==> src/rtl/hazard_control_unit.sv <==
// Purpose : stall/flush/freeze control for the IF/ID, ID/EX and EX/MEM pipeline registers.
// Latency : zero-cycle; every control output is combinational from state and inputs.
// Backpres: a busy data memory freezes every stage; a watchdog latches a sticky error.
//
// Ports:
//   clk, reset_n                      clock and asynchronous active-low reset
//   id_rs, id_rt, id_uses_rt          source registers of the ID instruction
//   ex_rt, ex_mem_read                destination and load flag of the ID/EX instruction
//   ex_branch, ex_zero, ex_jump       branch/jump resolution in EX
//   mem_access, mem_ready             data-memory handshake for the EX/MEM instruction
//   pc_write .. ex_mem_write          pipeline register enables
//   if_id_flush, id_ex_flush          bubble insertion
//   pc_redirect                       PC takes the branch/jump target
//   mem_timeout_error                 sticky watchdog flag
// Optional: define HAZARD_PERF_COUNTERS_EN to add stall_count, flush_count and
//           freeze_count (32-bit saturating event counters).

module hazard_control_unit #(
  parameter int WAIT_TIMEOUT = 64
) (
  input  logic        clk,
  input  logic        reset_n,
  input  logic [4:0]  id_rs,
  input  logic [4:0]  id_rt,
  input  logic        id_uses_rt,
  input  logic [4:0]  ex_rt,
  input  logic        ex_mem_read,
  input  logic        ex_branch,
  input  logic        ex_zero,
  input  logic        ex_jump,
  input  logic        mem_access,
  input  logic        mem_ready,
  output logic        pc_write,
  output logic        if_id_write,
  output logic        id_ex_write,
  output logic        ex_mem_write,
  output logic        if_id_flush,
  output logic        id_ex_flush,
  output logic        pc_redirect,
  output logic        mem_timeout_error
`ifdef HAZARD_PERF_COUNTERS_EN
  ,
  output logic [31:0] stall_count,
  output logic [31:0] flush_count,
  output logic [31:0] freeze_count
`endif
);

  typedef enum logic [1:0] {
    RUN      = 2'd0,
    MEM_WAIT = 2'd1,
    ERROR    = 2'd2
  } state_t;

  localparam logic [15:0] LAST_WAIT = 16'(WAIT_TIMEOUT - 1);

  state_t      state;
  logic [15:0] wait_cnt;

  logic freeze;
  logic taken;
  logic load_use;

  // Freeze covers the RUN cycle that first sees a not-ready access, so an
  // N-cycle memory stall freezes for exactly N cycles.
  always_comb begin
    freeze = 1'b0;
    case (state)
      RUN:      freeze = mem_access && !mem_ready;
      MEM_WAIT: freeze = !mem_ready;
      ERROR:    freeze = 1'b1;
      default:  freeze = 1'b0;
    endcase
  end

  assign taken = (ex_branch && ex_zero) || ex_jump;

  // $0 is hard-wired zero, so a load targeting it can never create a hazard.
  assign load_use = ex_mem_read && (ex_rt != 5'd0) &&
                    ((ex_rt == id_rs) || (id_uses_rt && (ex_rt == id_rt)));

  // Priority: freeze > redirect > load-use. A redirect ignores load-use
  // because the ID instruction is wrong-path and is flushed anyway.
  always_comb begin
    pc_write     = 1'b1;
    if_id_write  = 1'b1;
    id_ex_write  = 1'b1;
    ex_mem_write = 1'b1;
    if_id_flush  = 1'b0;
    id_ex_flush  = 1'b0;
    pc_redirect  = 1'b0;
    if (!reset_n) begin
      // Hold the pipeline still and full of bubbles while in reset.
      pc_write     = 1'b0;
      if_id_write  = 1'b0;
      id_ex_write  = 1'b0;
      ex_mem_write = 1'b0;
      if_id_flush  = 1'b1;
      id_ex_flush  = 1'b1;
    end else if (freeze) begin
      pc_write     = 1'b0;
      if_id_write  = 1'b0;
      id_ex_write  = 1'b0;
      ex_mem_write = 1'b0;
    end else if (taken) begin
      pc_redirect  = 1'b1;
      if_id_flush  = 1'b1;
      id_ex_flush  = 1'b1;
    end else if (load_use) begin
      // The bubble clears ex_mem_read next cycle, so this self-limits to one cycle.
      pc_write     = 1'b0;
      if_id_write  = 1'b0;
      id_ex_flush  = 1'b1;
    end
  end

  // wait_cnt counts not-ready cycles of the current access, including the
  // RUN cycle that detected it; ERROR is entered on the WAIT_TIMEOUT-th one.
  always_ff @(posedge clk or negedge reset_n) begin
    if (!reset_n) begin
      state             <= RUN;
      wait_cnt          <= 16'd0;
      mem_timeout_error <= 1'b0;
    end else begin
      case (state)
        RUN: begin
          if (mem_access && !mem_ready) begin
            state    <= MEM_WAIT;
            wait_cnt <= 16'd1;
          end
        end
        MEM_WAIT: begin
          if (mem_ready) begin
            state    <= RUN;
            wait_cnt <= 16'd0;
          end else if (wait_cnt == LAST_WAIT) begin
            state             <= ERROR;
            mem_timeout_error <= 1'b1;
          end else begin
            wait_cnt <= wait_cnt + 16'd1;
          end
        end
        ERROR: begin
          // Only reset leaves ERROR; a late mem_ready is ignored.
          state <= ERROR;
        end
        default: begin
          state    <= RUN;
          wait_cnt <= 16'd0;
        end
      endcase
    end
  end

`ifdef HAZARD_PERF_COUNTERS_EN
  // Each counter tracks the event that actually wins the priority this cycle.
  always_ff @(posedge clk or negedge reset_n) begin
    if (!reset_n) begin
      stall_count  <= 32'd0;
      flush_count  <= 32'd0;
      freeze_count <= 32'd0;
    end else begin
      if (freeze) begin
        if (freeze_count != 32'hFFFF_FFFF) freeze_count <= freeze_count + 32'd1;
      end else if (taken) begin
        if (flush_count != 32'hFFFF_FFFF) flush_count <= flush_count + 32'd1;
      end else if (load_use) begin
        if (stall_count != 32'hFFFF_FFFF) stall_count <= stall_count + 32'd1;
      end
    end
  end
`endif

endmodule

==> config.mk <==
export PLATFORM = sky130hd
export DESIGN_NAME = hazard_control_unit
export DESIGN_NICKNAME = d
export VERILOG_FILES = /design/src/rtl/hazard_control_unit.sv
export SDC_FILE = /design/constraint.sdc
export NUM_CORES = 1
export LEC_CHECK = 0
export CAP_MARGIN = 20
export CORE_MARGIN = 8
export CORE_UTILIZATION = 39
export DETAILED_ROUTE_END_ITERATION = 7
export MAX_ROUTING_LAYER = met4
export PLACE_DENSITY = 0.77
export SYNTH_ARGS = -nofsm -noshare
export SYNTH_HDL_FRONTEND = slang
export SYNTH_SLANG_ARGS = --single-unit
export TNS_END_PERCENT = 20
==> constraint.sdc <==
create_clock -name clk -period 1.7 [get_ports clk]
set_input_delay 0.255 -clock clk [delete_from_list [all_inputs] [get_ports clk]]
set_output_delay 0.255 -clock clk [all_outputs]
set_load 0.1 [all_outputs]
Word-level counts from Yosys, hierarchy flattened
Cells that the tools add are included.
- register bits: 19
- input bits: 24
- output and inout port bits: 8
- logic and storage cells: 50
- $add $sub $neg: 1
- eq/ne operators: 8
- muxes and demuxes: 23
- bitwise logic cells: 2
- reduce and logical (&&, ||, !) cells: 13
- operator list (kind ; count):
    16-bit two-way mux ; 3
    16-bit case mux with 3 select lines ; 1
    16-bit by 1-bit adder with 16-bit output (second input constant) ; 1
    16-bit by 6-bit equality test with 1-bit output (second input constant) ; 1
    1-bit two-way mux ; 14
    5-bit equality test ; 2
    2-bit two-way mux ; 3
    3-bit inequality test (second input constant) ; 2
    2-bit case mux with 3 select lines ; 1
    3-bit AND reduction ; 2
    1-bit logical AND ; 5
    5-bit nonzero test ; 1
    1-bit case mux with 3 select lines ; 1
    2-bit by 1-bit equality test with 1-bit output (second input constant) ; 1
    2-bit equality test (second input constant) ; 1
    2-bit zero test ; 1
    1-bit logical OR ; 2
    2-bit inequality test (second input constant) ; 1
    1-bit NOT ; 2
    2-bit AND reduction ; 1
    1-bit zero test ; 1

Logic depth before layout (Yosys ltp)
- word-level depth: 8
- depth in mapped cells: 7
- gate-level depth less buffers: 5

Worst setup path before layout
Ideal clock, no wire load.
- path type: flip-flop to output port
- start: register state[0]
- end: output id_ex_flush
- data arrival time: 3.829 ns
- data required time: 1.445 ns
- slack: -2.384 ns
- stages on the path, launching flop included: 6
- buffers on the path: 1
- cells stage by stage: dfrtp_1 > buf_2 > nor2_1 > o31ai_1 > o21ai_0 > o21bai_1
- word-level cells in the longest chain between the ends: 4
- elaborated cells on any way between the ends: 6
- classes of those cells: eq/ne (2); mux (3); reduce/logical (1)
- RTL lines (item ; line ; RTL):
    from (decl) ; 57 ; state_t state;
    from (signal assigned) ; 121 ; state <= RUN;
    from (signal assigned) ; 128 ; state <= MEM_WAIT;
    from (signal assigned) ; 134 ; state <= RUN;
    2-bit equality test (tied with other cells) ; 68 ; case (state)
    1-bit case mux with 3 select lines * ; 68 ;
    1-bit two-way mux * ; 100 ; end else if (freeze) begin
    1-bit two-way mux * ; 92 ; if (!reset_n) begin
    to (decl) ; 38 ; output logic id_ex_flush,
Mark *: on every way between the ends. The rest lies on a longest branch, timed or not.

Final worst setup path
- start: register state[1]
- end: register wait_cnt[10]
- word-level cells in the longest chain between the ends: 3
- elaborated cells on any way between the ends: 8
- classes of those cells: eq/ne (4); mux (1); bitwise (1); reduce/logical (2)
- RTL lines (item ; line ; RTL):
    2-bit by 1-bit equality test with 1-bit output (tied with other cells) ; 125 ; case (state)
    3-bit inequality test (no line) (tied with other cells) ; -- ;
    3-bit AND reduction (no line) ; -- ;
    to (signal assigned) ; 140 ; wait_cnt <= wait_cnt + 16'd1;
    to (decl) ; 58 ; logic [15:0] wait_cnt;
Parallel ways exist; a longest one is shown, timed or not.
A chain may end at the register's enable or synchronous reset.

==> metrics.md <==
| Metric | Value |
|---|---|
| Global-route wire length before repair | `7.50 mm` |
| Synth Area per Inst | `8.93 µm²` |
| Pwr/cell area | `578 nW/µm²` |
| Hold WC Path Type | `in2async` |
| Die Y | `74.4 µm` |
| Number of synthesized flops with an enable pin | `0` |
| Critical Path Max Stage Delay | `470 ps` |
| Top cells by area, synth | `dfrtp_1 36%, xor2_1 5.9%, a31oi_1 4.7%, a21oi_1 3.8%, o21a_1 3.4%` |
| Row count | `21` |
| Diodes inserted | `0` |
| Outcome | `finished, violations left` |
| Fin crit period | `1840 ps` |
| IO Port Bufs | `31` |
| CP Class | `reg2reg` |
| Slew Limit Headroom | `69.2%` |
| Leakage power | `1.01 nW` |
| Netlist cell types | `50` |
| Met2 WL | `2.45 mm` |
| Worst hold slack | `402 ps` |
| Final Hold Viols | `0` |
| Crit. End Element | `flip-flop` |
| Pwr Total | `1.33 mW` |
| Starting Density | `40.2%` |
| Worst path cell trace | `buf_4 -> or3b_4 -> a2111o_1 -> a21oi_2 -> o22a_1` |
| Final setup viols | `9` |
| Final setup TNS | `-690 ps` |
| Failing checks | `setup timing` |
| CTS clk-pin slew, worst paths | `100 ps` |
| Latest clock arrival within the worst-skew pair | `300 ps` |
| Ys flop type | `dfrtp_1` |
| Cell area after layout | `2300 µm²` |
| Placer Congestion | `1.07` |
| Sequential area share after synthesis | `35.7%` |
| YS warnings | `0` |
| Top sig layer | `met4` |
| Area share of the largest cell type after synthesis | `35.7%` |
| CORE AREA | `3310 µm²` |
| Post-DP HPWL | `3.53 mm` |
| Synthesized cell area | `1330 µm²` |
| Pin count of the biggest net entering global routing | `13` |
| Largest delay share family, worst path | `compound AO/OA/AOI/OAI gates` |
| Area of the multi-input gates | `1000 µm²` |
| Largest area contributor in the netlist | `dfrtp_1` |
| Drt initial violations | `72` |
| Vias in the first global route | `1,630` |
| Total grt overflow | `0` |
| Layout cells sized above 1 | `47.2%` |
| Count leader, synth | `dfrtp_1` |
| Required @ worst endpoint | `1940 ps` |
| Sequential cell area | `482 µm²` |
| Fraction of registers with async set/reset | `100%` |
| Layout area overhead | `72.7%` |
| Tightest Pin Transition | `458 ps` |
| Max clock buf depth | `2` |
| Detailed Route WL | `4.84 mm` |
| RSZ-0062 raised after global routing | `true` |
| Final Cycle Share | `108%` |
| VDD IR max | `377 µV` |
| #FFs+latches synth | `19` |
| Maxcap violations | `0` |
| Routed WL per cell | `18.3 µm` |
| Worst Path Arrival | `2080 ps` |
| Routed wl met3 | `402 µm` |
| Fin util | `69.5%` |
| H-Tree Level Count | `1` |
| # hold bufs at CTS | `0` |
| Final slew viol count | `0` |
| Final worst slack | `-139 ps` |
| Crit path max fanout | `5` |
| DP Area | `2090 µm²` |
| Mapped Cells | `149` |
| DRC | `0` |
| Fillers | `261` |
| Cts bufs inserted | `3` |
| Root Driver | `clkbuf_4` |
| Max Clk Rate | `0.544 GHz` |
| I/O Pins | `32` |
| Pre-Repair DR Iteration Count | `4` |
| Synth Net Count | `174` |
| Vias/cell | `5.92` |
| Nets@finish | `244` |
| Antenna Violating Nets Remaining | `0` |
| Synth top cells by count | `19 x dfrtp_1, 11 x nor2_1, 10 x a21oi_1, 10 x a31oi_1, 9 x xor2_1` |
| Die ar. | `5540 µm²` |
| Layout Skew | `5.51 ps` |
| Chip width | `74.4 µm` |
| Met1 wire length | `1.80 mm` |
| Clock sinks | `19` |
| Crit start category | `flip-flop` |
| Crit-path slowest cell | `dfrtp_2` |
| Worst Path Buf+Inv | `1` |
| Antenna violations before repair | `0` |
| GRT Resource Usage Total | `17.8%` |
| TritonCTS clock tree | `built` |
| Vias | `1,563` |
power by group:
part           internal, mW  switching, mW  total, mW
sequential            0.490         0.0599      0.550
combinational         0.256          0.289      0.545
clock                0.0915          0.143      0.234
total                 0.837          0.492       1.33
per-layer routing:
layer	global-route usage [%]	vias up
met2	32.9	93
li1	-	707
met1	18.0	740
met4	6.74	0
met3	3.50	23
met5	-	-
through the flow:
step / cells / setup slack, ps
after floorplan: 149 / -216
after global placement: 257 / -421
after detailed placement: 257 / -561
after CTS: 263 / -115
after global routing: 264 / -186
final: 264 / -139
cells by family after synthesis:
| group | Yosys count | synth area share, % |
|---|---|---|
| xor gates and xnor gates | 10 | 6.58 |
| adders and majority gates | 1 | 0.940 |
| and+or+nand+nor | 49 | 20.9 |
| buffers and inverters | 15 | 6.20 |
| DFF | 19 | 35.7 |
| muxes | 1 | 0.846 |
| AOI/OAI and AO/OA | 54 | 28.9 |
path summary, 6_finish.rpt:
kind / endpoint / cells past startpoint / start / slack (ps)
max in group asynchronous: wait_cnt[2]$_DFFE_PN0P_ / 2 / reset_n / 1120
worst min register to register: mem_timeout_error$_DFFE_PN0P_ / 1 / mem_timeout_error$_DFFE_PN0P_ / 550
worst max-delay path: wait_cnt[10]$_DFFE_PN0P_ / 5 / state[1]$_DFFE_PN0P_ / -140
worst max register to register: wait_cnt[10]$_DFFE_PN0P_ / 5 / state[1]$_DFFE_PN0P_ / -140
min in group clk: mem_timeout_error$_DFFE_PN0P_ / 1 / mem_timeout_error$_DFFE_PN0P_ / 550
worst min-delay path: wait_cnt[6]$_DFFE_PN0P_ / 2 / reset_n / 400
layout by cell type (no fill, tap or decap), drive strengths merged, types with 2 or more instances in the layout:
cell type       n
buf            60
dfrtp          19
nor2           11
a21oi          11
a31oi          10
dlygate4sd2     9
xor2            9
nand2           7
nor4            7
clkdlybuf4s50   6
o21a            6
o21ai           6
nand3           5
nor3            5
inv             4
nand4           4
clkbuf          4
a21o            3
or4             2
and3            2
or3b            2
o21bai          2
layout make-up:
class                      count  share of cell area (%)
timing repair buffer          76                    31.1
inverter                       4                   0.762
sequential                    19                    20.9
tap                           46                    2.50
multi-input combinational    115                    43.6
clock buffer                   4                    1.14
state kept, by name, summed over array words and instances (netlist names):
register and cells:
mem_timeout_error 1, state 2, wait_cnt 16
worst register-to-register path, stage by stage, from the launching register on:
cell and delay (ps):
dfrtp_2 470, buf_4 170, or3b_4 410, a2111o_1 400, a21oi_2 170, o22a_1 170
what timing repair did:
item | in CTS | in global routing
setup buffers | 2 | 1
endpoints found under the setup margin | 19 | 21
endpoints found under the hold margin | 0 | 0
gates resized for setup | 66 | 18
pin swaps | 13 | 1
(Power assumes the default switching activity.)
